===== src/rtl/rxd_deserializer_pkg.sv =====
// rtl/rxd_deserializer_pkg.sv - shared types and bit-position helper for the rxd deserializer
package rxd_pkg;

  // Frame-assembly states: waiting for a start bit, or shifting data bits in.
  typedef enum logic [1:0] {
    IDLE  = 2'd0,
    SHIFT = 2'd1
  } rx_state_t;

  // Maps the running bit count to the word position that bit belongs in.
  function automatic int bit_pos(input int idx, input int data_w, input bit msb_first);
    return msb_first ? (data_w - 1 - idx) : idx;
  endfunction

endpackage


===== src/rtl/rxd_deserializer_if.sv =====
// rtl/rxd_deserializer_if.sv - assembled-word output handshake (data/data_valid/rdy/ack)
interface rxd_deserializer_if #(
  parameter int DATA_W = 8
);

  logic [DATA_W-1:0] data;
  logic              data_valid;
  logic              rdy;
  logic              ack;

  // The deserializer produces words; the byte consumer acknowledges them.
  modport master (
    output data,
    output data_valid,
    output rdy,
    input  ack
  );

  modport slave (
    input  data,
    input  data_valid,
    input  rdy,
    output ack
  );

endinterface


===== src/rtl/rxd_deserializer_bit_writer.sv =====
// rtl/rxd_deserializer_bit_writer.sv - steers one received bit into a DATA_W-wide shadow word
module rxd_bit_writer #(
  parameter int DATA_W = 8,
  parameter int IDX_W  = $clog2(DATA_W + 1)
) (
  input  logic [DATA_W-1:0] shadow,
  input  logic [IDX_W-1:0]  pos,
  input  logic              rxd,
  input  logic              we,
  output logic [DATA_W-1:0] shadow_next
);

  logic [DATA_W-1:0] sel;

  // One-hot position decode; out-of-range positions select nothing.
  always_comb begin
    sel = '0;
    for (int i = 0; i < DATA_W; i++) begin
      sel[i] = we && (pos == IDX_W'(i));
    end
  end

  // Replace only the selected bit, keep the rest of the shadow word.
  always_comb begin
    shadow_next = shadow;
    for (int i = 0; i < DATA_W; i++) begin
      if (sel[i]) begin
        shadow_next[i] = rxd;
      end
    end
  end

endmodule


===== src/rtl/rxd_deserializer.sv =====
// rtl/rxd_deserializer.sv - serial-to-parallel frame assembler; RXD_PARITY_CHECK_EN adds an even-parity bit
module rxd_deserializer
  import rxd_pkg::*;
#(
  parameter int   DATA_W    = 8,
  parameter int   MSB_FIRST = 0,
  localparam int  IDX_W     = $clog2(DATA_W + 1)
) (
  input  logic             clk,
  input  logic             rst,
  input  logic             start,
  input  logic             bit_en,
  input  logic             rxd,
  input  logic             abort,
  rxd_deserializer_if.master out_if,
  output logic             busy,
  output logic [IDX_W-1:0] bit_idx,
  output logic             frame_err,
  output logic             overrun,
  output logic             parity_err
);

`ifdef RXD_PARITY_CHECK_EN
  // The parity bit arrives as one extra strobe after the data bits.
  localparam int LAST_IDX = DATA_W;
`else
  localparam int LAST_IDX = DATA_W - 1;
`endif

  rx_state_t         state_q, state_d;
  logic [DATA_W-1:0] shadow_q, shadow_d;
  logic [DATA_W-1:0] data_q, data_d;
  logic [IDX_W-1:0]  bit_idx_q, bit_idx_d;
  logic              rdy_q, rdy_d;
  logic              data_valid_q, data_valid_d;
  logic              busy_q, busy_d;
  logic              frame_err_q, frame_err_d;
  logic              overrun_q, overrun_d;
`ifdef RXD_PARITY_CHECK_EN
  logic              par_acc_q, par_acc_d;
  logic              parity_err_q, parity_err_d;
`endif

  logic              we;
  logic [IDX_W-1:0]  pos;
  logic [DATA_W-1:0] shadow_next;

  assign pos = IDX_W'(bit_pos(int'(bit_idx_q), DATA_W, MSB_FIRST != 0));

  rxd_bit_writer #(
    .DATA_W (DATA_W),
    .IDX_W  (IDX_W)
  ) u_bit_writer (
    .shadow      (shadow_q),
    .pos         (pos),
    .rxd         (rxd),
    .we          (we),
    .shadow_next (shadow_next)
  );

  // Next-state: frame control (abort > start > bit_en), counter, and word handshake.
  always_comb begin
    state_d      = state_q;
    shadow_d     = shadow_q;
    data_d       = data_q;
    bit_idx_d    = bit_idx_q;
    rdy_d        = rdy_q;
    data_valid_d = 1'b0;
    frame_err_d  = 1'b0;
    overrun_d    = 1'b0;
    we           = 1'b0;
`ifdef RXD_PARITY_CHECK_EN
    par_acc_d    = par_acc_q;
    parity_err_d = parity_err_q;
`endif

    // A pending ack clears rdy unless a completion below re-asserts it.
    if (rdy_q && out_if.ack) begin
      rdy_d = 1'b0;
    end

    case (state_q)
      IDLE: begin
        if (start && !abort) begin
          state_d   = SHIFT;
          shadow_d  = '0;
          bit_idx_d = '0;
`ifdef RXD_PARITY_CHECK_EN
          par_acc_d = 1'b0;
`endif
        end
      end

      SHIFT: begin
        if (abort) begin
          state_d   = IDLE;
          bit_idx_d = '0;
        end else if (start) begin
          shadow_d    = '0;
          bit_idx_d   = '0;
          frame_err_d = 1'b1;
`ifdef RXD_PARITY_CHECK_EN
          par_acc_d   = 1'b0;
`endif
        end else if (bit_en) begin
          // The parity strobe (index DATA_W) is counted but never stored.
          we       = (int'(bit_idx_q) < DATA_W);
          shadow_d = shadow_next;
`ifdef RXD_PARITY_CHECK_EN
          par_acc_d = par_acc_q ^ rxd;
`endif
          if (bit_idx_q == IDX_W'(LAST_IDX)) begin
            state_d      = IDLE;
            bit_idx_d    = '0;
            data_d       = shadow_next;
            data_valid_d = 1'b1;
            overrun_d    = rdy_q && !out_if.ack;
            rdy_d        = 1'b1;
`ifdef RXD_PARITY_CHECK_EN
            parity_err_d = par_acc_q ^ rxd;
`endif
          end else begin
            bit_idx_d = bit_idx_q + IDX_W'(1);
          end
        end
      end

      default: begin
        state_d   = IDLE;
        bit_idx_d = '0;
      end
    endcase

    busy_d = (state_d == SHIFT);
  end

  // State and output registers with synchronous reset.
  always_ff @(posedge clk) begin
    if (rst) begin
      state_q      <= IDLE;
      shadow_q     <= '0;
      data_q       <= '0;
      bit_idx_q    <= '0;
      rdy_q        <= 1'b0;
      data_valid_q <= 1'b0;
      busy_q       <= 1'b0;
      frame_err_q  <= 1'b0;
      overrun_q    <= 1'b0;
`ifdef RXD_PARITY_CHECK_EN
      par_acc_q    <= 1'b0;
      parity_err_q <= 1'b0;
`endif
    end else begin
      state_q      <= state_d;
      shadow_q     <= shadow_d;
      data_q       <= data_d;
      bit_idx_q    <= bit_idx_d;
      rdy_q        <= rdy_d;
      data_valid_q <= data_valid_d;
      busy_q       <= busy_d;
      frame_err_q  <= frame_err_d;
      overrun_q    <= overrun_d;
`ifdef RXD_PARITY_CHECK_EN
      par_acc_q    <= par_acc_d;
      parity_err_q <= parity_err_d;
`endif
    end
  end

  assign out_if.data       = data_q;
  assign out_if.data_valid = data_valid_q;
  assign out_if.rdy        = rdy_q;
  assign busy              = busy_q;
  assign bit_idx           = bit_idx_q;
  assign frame_err         = frame_err_q;
  assign overrun           = overrun_q;
`ifdef RXD_PARITY_CHECK_EN
  assign parity_err        = parity_err_q;
`else
  assign parity_err        = 1'b0;
`endif

endmodule


===== src/flat_wrapper.sv =====
// flat-port wrapper written by rule: the top's interface ports become plain ports
module rxd_deserializer_flat import rxd_pkg::*;
#(
  parameter int   DATA_W    = 8,
  parameter int   MSB_FIRST = 0,
  localparam int  IDX_W     = $clog2(DATA_W + 1)
)
  (clk, rst, start, bit_en, rxd, abort, busy, bit_idx, frame_err, overrun, parity_err, out_if_data, out_if_data_valid, out_if_rdy, out_if_ack);
  rxd_deserializer_if #(.DATA_W(DATA_W)) out_if_i ();
  input  logic clk;
  input  logic rst;
  input  logic start;
  input  logic bit_en;
  input  logic rxd;
  input  logic abort;
  output logic busy;
  output logic [IDX_W-1:0] bit_idx;
  output logic frame_err;
  output logic overrun;
  output logic parity_err;
  output wire logic [$bits(out_if_i.data)-1:0] out_if_data;
  output wire logic [$bits(out_if_i.data_valid)-1:0] out_if_data_valid;
  output wire logic [$bits(out_if_i.rdy)-1:0] out_if_rdy;
  input wire logic [$bits(out_if_i.ack)-1:0] out_if_ack;
  assign out_if_data = out_if_i.data;
  assign out_if_data_valid = out_if_i.data_valid;
  assign out_if_rdy = out_if_i.rdy;
  assign out_if_i.ack = out_if_ack;
  rxd_deserializer #(.DATA_W(DATA_W), .MSB_FIRST(MSB_FIRST)) u_core (.clk(clk), .rst(rst), .start(start), .bit_en(bit_en), .rxd(rxd), .abort(abort), .out_if(out_if_i), .busy(busy), .bit_idx(bit_idx), .frame_err(frame_err), .overrun(overrun), .parity_err(parity_err));
endmodule

===== config.mk =====
export PLATFORM = sky130hd
export DESIGN_NAME = rxd_deserializer_flat
export DESIGN_NICKNAME = d
export VERILOG_FILES = /design/src/rtl/rxd_deserializer_pkg.sv /design/src/rtl/rxd_deserializer_if.sv /design/src/rtl/rxd_deserializer_bit_writer.sv /design/src/rtl/rxd_deserializer.sv /design/src/flat_wrapper.sv
export SDC_FILE = /design/constraint.sdc
export NUM_CORES = 1
export LEC_CHECK = 0
export CELL_PAD_IN_SITES_DETAIL_PLACEMENT = 1
export CELL_PAD_IN_SITES_GLOBAL_PLACEMENT = 2
export CORE_ASPECT_RATIO = 1.75
export CORE_UTILIZATION = 29
export DETAILED_ROUTE_END_ITERATION = 12
export PLACE_DENSITY_LB_ADDON = 0.1
export SLEW_MARGIN = 20
export SYNTH_ARGS = -nofsm -noshare
export SYNTH_HDL_FRONTEND = slang
export SYNTH_SLANG_ARGS = --single-unit

===== constraint.sdc =====
create_clock -name clk -period 2.7 [get_ports clk]
set_clock_uncertainty 0.15 [all_clocks]
set_input_delay 0.54 -clock clk [delete_from_list [all_inputs] [get_ports clk]]
set_output_delay 0.54 -clock clk [all_outputs]
set_load 0.005 [all_outputs]

==> flow_summary.yaml <==
run_status:
  outcome: "complete, no violations"
worst_setup_path:
  required_ps: 2710
  critPathBufInv: 2
  cp_cell_sequence: "clkdlybuf4s50_1 > or4b_1 > buf_4 > nor4_2 > mux2i_1 > o21ai_0"
  r2r-start: "u_core.state_q[0]$_SDFF_PP0_"
  arrival_ps: 2400
  startpoint_type: "input port"
  critPathMaxStageDelay_ps: 510
  timing.rr.end: "u_core.shadow_q[2]$_SDFFE_PP0P_"
  rrSetupSlack_ps: 640
  endpoint_kind: "register"
  worstSetupPathType: "in -> reg"
  critPathTopFamily: "simple AND/OR/NAND/NOR gates"
  reg2regPathDepth: 5
  critPathSlowestCell: "or4b_1"
  worstPathMaxFanout: 15
layout:
  diodes: 0
  finalInstanceArea_um2: 1582
  fin_nets: 176
  drive_gt1_frac: 0.1037
  fin_cells: 212
  syn2layout_area_growth_pct: 29.11
drt:
  drtIter0Drc: 18
  wl_per_cell_um: 15.20
  drcViolationCount: 0
  wl_mm: 3.223
  dr.pass1.iters: 2
  vias: 1128
  ant_nets: 0
  via_per_inst: 5.321
yosys:
  yosysTopAreaCell: "dfxtp_1"
  async_reset_ff_frac: 0
  yosysSeqAreaShare: 0.4249
  yosys_most_used_dff: "dfxtp_1"
  syn_area_per_cell_um2: 8.876
  yosysUniqueCellTypes: 36
  synth_warnings: 0
  synth_cells: 138
  ys_top_cells_by_area: "dfxtp_1 (42%), nand2_1 (4.9%), nor2_1 (4.6%), o21ai_0 (4.5%), ha_1 (4.1%)"
  synth_edf_count: 0
  yosysMostFrequentCell: "dfxtp_1"
  yosysTopAreaCellShare: 0.4249
  synth_area_um2: 1225
  synth_seq_cells: 26
  synthTopCellsByCount: "dfxtp_1 (26), nand2_1 (16), nor2_1 (15), o21ai_0 (11), a21oi_1 (7)"
power:
  netSwitchingFraction: 0.2258
  power_density_nw_per_um2: 436.6
  p_seq_frac: 0.561
  power.switching_w: 0.0001559
  pwr-share-clk: 0.377
  ir_drop_mv: 0.2892
  leakage_nw: 0.5253
  pwr-share-comb: 0.062
  p_int_w: 0.0005346
  power_w: 0.0006905
die:
  core_area_um2: 3941
  die_h_um: 87.98
  start_util: 0.3108
  fp.dieW_um: 51.13
  io_pins: 25
  std_cell_rows: 30
  die_area_um2: 4498
placed_design:
  place_area_um2: 1526
  dp_hpwl_mm: 2.481
  io_buffer_count: 23
  gpl.final_weighted_congestion: 0.7427
  post-place-cells: 208
global_routing:
  top_usage_layer: "met2"
  use_met1: 0.1550
  met2_usage: 0.3038
  grt_max_degree: 16
  use_met3: 0.02257
  antenna_found_initial: 0
  grt_pass1_wl_mm: 5.209
  grt_pass1_vias: 1122
  grt_usage: 0.1581
  grt_overflow: 0
clock_tree:
  clk_latency_ps: 280
  clkSinkCount: 26
  cts.clk_slew.worst_paths_ps: 90
  cts_resized: 0
  ctsHoldBuffers: 0
  cts_buffer_depth: 2
  htreeDepth: 1
  cts_tree: "built"
  numCtsBuffers: 3
  cts-root-buf: "clkbuf_8"
  cts_setup_buffers: 0
sta:
  rsz0062_at_grt: "false"
  fmax_ghz: 0.4190
  finalSetupViolations: 0
  hold_viol: 0
  setup_tns_ps: 0
  period_needed_ps: 2387
  drv_slew: 0
  period_share: 0.8840
worst_hold_path:
  min_to: "u_core.out_if.data[7]$_SDFFE_PP0P_"
  worstHoldPathCells: 2
  min-delay-start: "u_core.out_if.data[7]$_SDFFE_PP0P_"
  hold_path_class: "reg -> reg"
flow_run:
  maxCapViolCount: 0
state kept, by name, indices dropped and copies added (netlist names):
register,flops
u_core.out_if.rdy,1
u_core.out_if.data,8
u_core.state_q,2
u_core.bit_idx,4
u_core.frame_err,1
u_core.shadow_q,7
u_core.out_if.data_valid,1
u_core.overrun,1
u_core.busy,1
worst register-to-register path, delay by kind of cell, from the launching register on:
family                 cells  cell delay (ps)
AOI/OAI and AO/OA          1              150
buffers and inverters      1              210
DFF                        1              410
muxes                      1              310
and+or+nand+nor            2              710
layout by cell type, fill, tap and decap left out:
cell type,count
a211oi_1,1
nor3_4,1
mux2i_1,4
inv_1,3
a31oi_1,1
o31ai_1,1
or3_1,2
clkdlybuf4s50_1,23
o21ai_0,11
a311oi_1,3
nand2b_1,2
dfxtp_1,26
nand4_1,1
a21oi_1,7
nor4_1,3
or4b_1,1
a211oi_2,2
nor4_4,1
buf_4,6
nor2b_1,1
ha_1,4
clkbuf_8,4
o21a_1,1
nor2_1,15
a21o_1,1
and2b_1,1
buf_12,1
nand3_1,6
conb_1,2
nor3_1,3
and3_1,1
nand2_1,16
nor4_2,2
nand3b_1,1
a2111oi_0,5
xor2_1,1
worst max path at each step:
stage                from                              end  slack (ps)  cells past startpoint
CTS                 start  u_core.shadow_q[2]$_SDFFE_PP0P_         300                      6
global placement    start  u_core.shadow_q[1]$_SDFFE_PP0P_         100                      6
global route        start  u_core.shadow_q[2]$_SDFFE_PP0P_         120                      6
detailed placement  start  u_core.shadow_q[2]$_SDFFE_PP0P_          10                      6
floorplan           start  u_core.shadow_q[1]$_SDFFE_PP0P_         610                      5
finish              start  u_core.shadow_q[2]$_SDFFE_PP0P_         310                      6
layout make-up:
cell class                      count  area [um2]
Multi-Input combinational cell    101       639.4
Clock buffer                        4       55.05
Inverter                            3       11.26
Fill cell                         476        2360
Sequential cell                    26       520.5
Tap cell                           48       60.06
Timing Repair Buffer               30       295.3
metrics by stage:
stage	utilization	hold WS [ps]	setup slack (ps)
finish	0.4013	317.0	313.3
global route	0.4013	333.5	117.6
CTS	0.4013	322.8	296.8
global placement	0.3873	286.5	101.8
floorplan	-	274.4	610.7
detailed placement	0.3873	309.3	12.80
power groups by stage:
stage	Combinational [W]	Clock [W]	Sequential, W
2_1_floorplan	0.0000212	0	0.000396
3_5_place_dp	0.0000436	0	0.000396
4_1_cts	0.0000437	0.000271	0.000387
6_report	0.0000430	0.000260	0.000387
5_1_grt	0.0000471	0.000279	0.000388
3_3_place_gp	0.0000431	0	0.000396
kinds of logic after synthesis:
group,share of synthesized area
AO/OA/AOI/OAI,0.1808
XOR/XNOR,0.007151
adder cells (fa/ha/maj),0.04086
buffers and inverters,0.05617
flip-flops,0.4249
multiplexers,0.03269
other,0.003061
AND/OR/NAND/NOR,0.2544
per-layer routing:
layer / vias to the layer above / wire, um
met2: 23 / 1785
met3: 5 / 98
met4: 0 / 65
li1: 544 / -
met5: - / 0
met1: 556 / 1273
Power figures use the tool's default switching activity.
==> patch: new RTL, same flow settings <==
`MSB_FIRST` is set to 0 in 2 places; all go to 1.
--- a/src/rtl/rxd_deserializer.sv
+++ b/src/rtl/rxd_deserializer.sv
@@ -4,5 +4,5 @@
 #(
   parameter int   DATA_W    = 8,
-  parameter int   MSB_FIRST = 0,
+  parameter int   MSB_FIRST = 1,
   localparam int  IDX_W     = $clog2(DATA_W + 1)
 ) (
--- a/src/flat_wrapper.sv
+++ b/src/flat_wrapper.sv
@@ -3,5 +3,5 @@
 #(
   parameter int   DATA_W    = 8,
-  parameter int   MSB_FIRST = 0,
+  parameter int   MSB_FIRST = 1,
   localparam int  IDX_W     = $clog2(DATA_W + 1)
 )
Behaviour: not the same (a bounded check fails within 10 cycles, from zero or initial values and one cycle with rst high).
==> patch against the unedited design <==
  * Wire length grew 5.4%
  * Hold slack gained 7.3 ps
  * Sequential power grew 4%
  * Critical endpoint is now u_core.shadow_q[0]$_SDFFE_PP0P_
  * Sequential cell count grew 1
  * Worst setup slack gained 78 ps
  * Global-route usage grew 0.99 points
  * Design area grew 3.6%
  * Critical path depth shrank 1
  * Power shrank 1.5%
  * Synthesized area grew 2.6%
  * Synthesized cell count is the same
  * Largest power group unchanged
  * Via count grew 0.89%
==> patch: results (changes against the unedited design) <==
stage;metric;value;unit;change
place;port_buffers;23;;unchanged
worst_hold_path;hold_path_depth;1;;-1
worst_setup_path;path_max_fanout;4;;-11
grt;grt_start_max_net_pins;22;;+6
route;first_pass_iters;2;;unchanged
logic_synthesis;ys_seq_area_share;43.03;%;+0.54 points
route;drtIter0Drc;14;;-4
logic_synthesis;muxShareOfSynthArea;3.984;%;+0.72 points
route;avgRoutedWirePerCell;15.65;um;+3.0%
finish;diodes;0;;unchanged
logic_synthesis;synth_area_leaders;dfxtp_1 43%, nor2_1 5.7%, o2bb2ai_1 5.6%, nand4bb_1 4.5%, nand3_1 4.4%;;
clock_network;cts_resized;0;;unchanged
outcome;outcome;finished, final reports clean;;
clock_network;clk_latency;270;ps;
logic_synthesis;yosys-top-cells-count;27 x dfxtp_1, 19 x nor2_1, 11 x nand3_1;;
finish;drive_gt1_share;11.31;%;+0.94 points
logic_synthesis;synth_edf_count;0;;unchanged
clock_network;numCtsBuffers;3;;unchanged
grt;grt_pass1_vias;1233;;+9.9%
power_and_ir_drop;p_leak;0.5469;nW;+4.1%
place;place.gp.congestion;0.7283;;-1.9%
logic_synthesis;synth_xor_area_share;0;%;-0.72 points
finish;nets;180;;+2.3%
worst_hold_path;hp-class;reg -> reg;;
place;place_ws;86.27;ps;+73.47 ps
grt;grt_pass1_wl;5782;um;+11%
worst_setup_path;reg2reg_depth;4;;-1
route;via_per_inst;5.244;;-1.4%
logic_synthesis;ys_types;36;;unchanged
logic_synthesis;async_reset_ff_share;0;%;unchanged
logic_synthesis;synth_compound_area_share;18.43;%;+0.35 points
logic_synthesis;ys_warn_count;0;;unchanged
logic_synthesis;yosys.area_share.adder;3.984;%;-0.10 points
clock_network;cts_root_buffer;clkbuf_8;;
place;hpwl;2673;um;+7.7%
power_and_ir_drop;ir_drop;315.1;uV;+9.0%
clock_network;h-tree-depth;1;;unchanged
grt;gr-usage-all-layers;16.79;%;+0.99 points
clock_network;clk_pin_slew;100;ps;
grt;antenna_found_initial;0;;unchanged
clock_network;cts_buffer_depth;2;;unchanged
clock_network;post-cts-setup-buffer-count;0;;unchanged
finish;fillCellCount;492;;+3.4%
## patch: stage by stage
stage	hold WS (ps)	util, %	std cells	cell area, sq um
floorplan	282.1	-	139	1260
global placement	297.2	38.35	213	1592
detailed placement	305.8	38.35	213	1592
CTS	328.1	39.46	217	1638
global route	347.0	39.46	217	1638
finish	324.3	39.46	217	1638
## patch: logic make-up after synthesis
| family | count (synthesis) |
|---|---|
| adders and majority gates | 4 |
| and+or+nand+nor | 56 |
| AOI/OAI and AO/OA | 31 |
| muxes | 5 |
| other | 1 |
| buffers and inverters | 14 |
| DFF | 27 |
## patch: per-layer routing
metal	track usage (%)	vias to the layer above	routed length, um
met2	31.88	27	1828
met4	7.617	0	91
li1	-	564	-
met1	17.98	539	1381
met5	0	-	0
met3	1.871	8	95
## patch: worst paths after layout
check        slack, ps                              end                       startpoint
max                390  u_core.shadow_q[0]$_SDFFE_PP0P_                            abort
min reg2reg        320  u_core.shadow_q[7]$_SDFFE_PP0P_  u_core.shadow_q[7]$_SDFFE_PP0P_
max reg2reg        630  u_core.shadow_q[0]$_SDFFE_PP0P_     u_core.state_q[1]$_SDFF_PP0_
min                320  u_core.shadow_q[7]$_SDFFE_PP0P_  u_core.shadow_q[7]$_SDFFE_PP0P_
## patch: critical path, cell delays in order
cell	delay [ps]
clkdlybuf4s50_1	420
or3b_4	380
or4b_1	500
or3_4	370
o2bb2ai_1	160
## patch: cell type report
class / instances / area, sq um / share of cell area (%)
Clock inverter: 1 / 5.005 / 0.3056
Sequential cell: 27 / 540.5 / 33.00
Inverter: 6 / 22.52 / 1.375
Tap cell: 49 / 61.31 / 3.743
Clock buffer: 3 / 41.29 / 2.521
Timing Repair Buffer: 33 / 305.3 / 18.64
Multi-Input combinational cell: 98 / 661.9 / 40.41
## patch: power breakdown
group | switching [W] | internal [W] | total, W
logic | 0.0000257 | 0.0000225 | 0.0000481
registers | 0.00000228 | 0.000400 | 0.000402
clock network | 0.000127 | 0.000103 | 0.000230
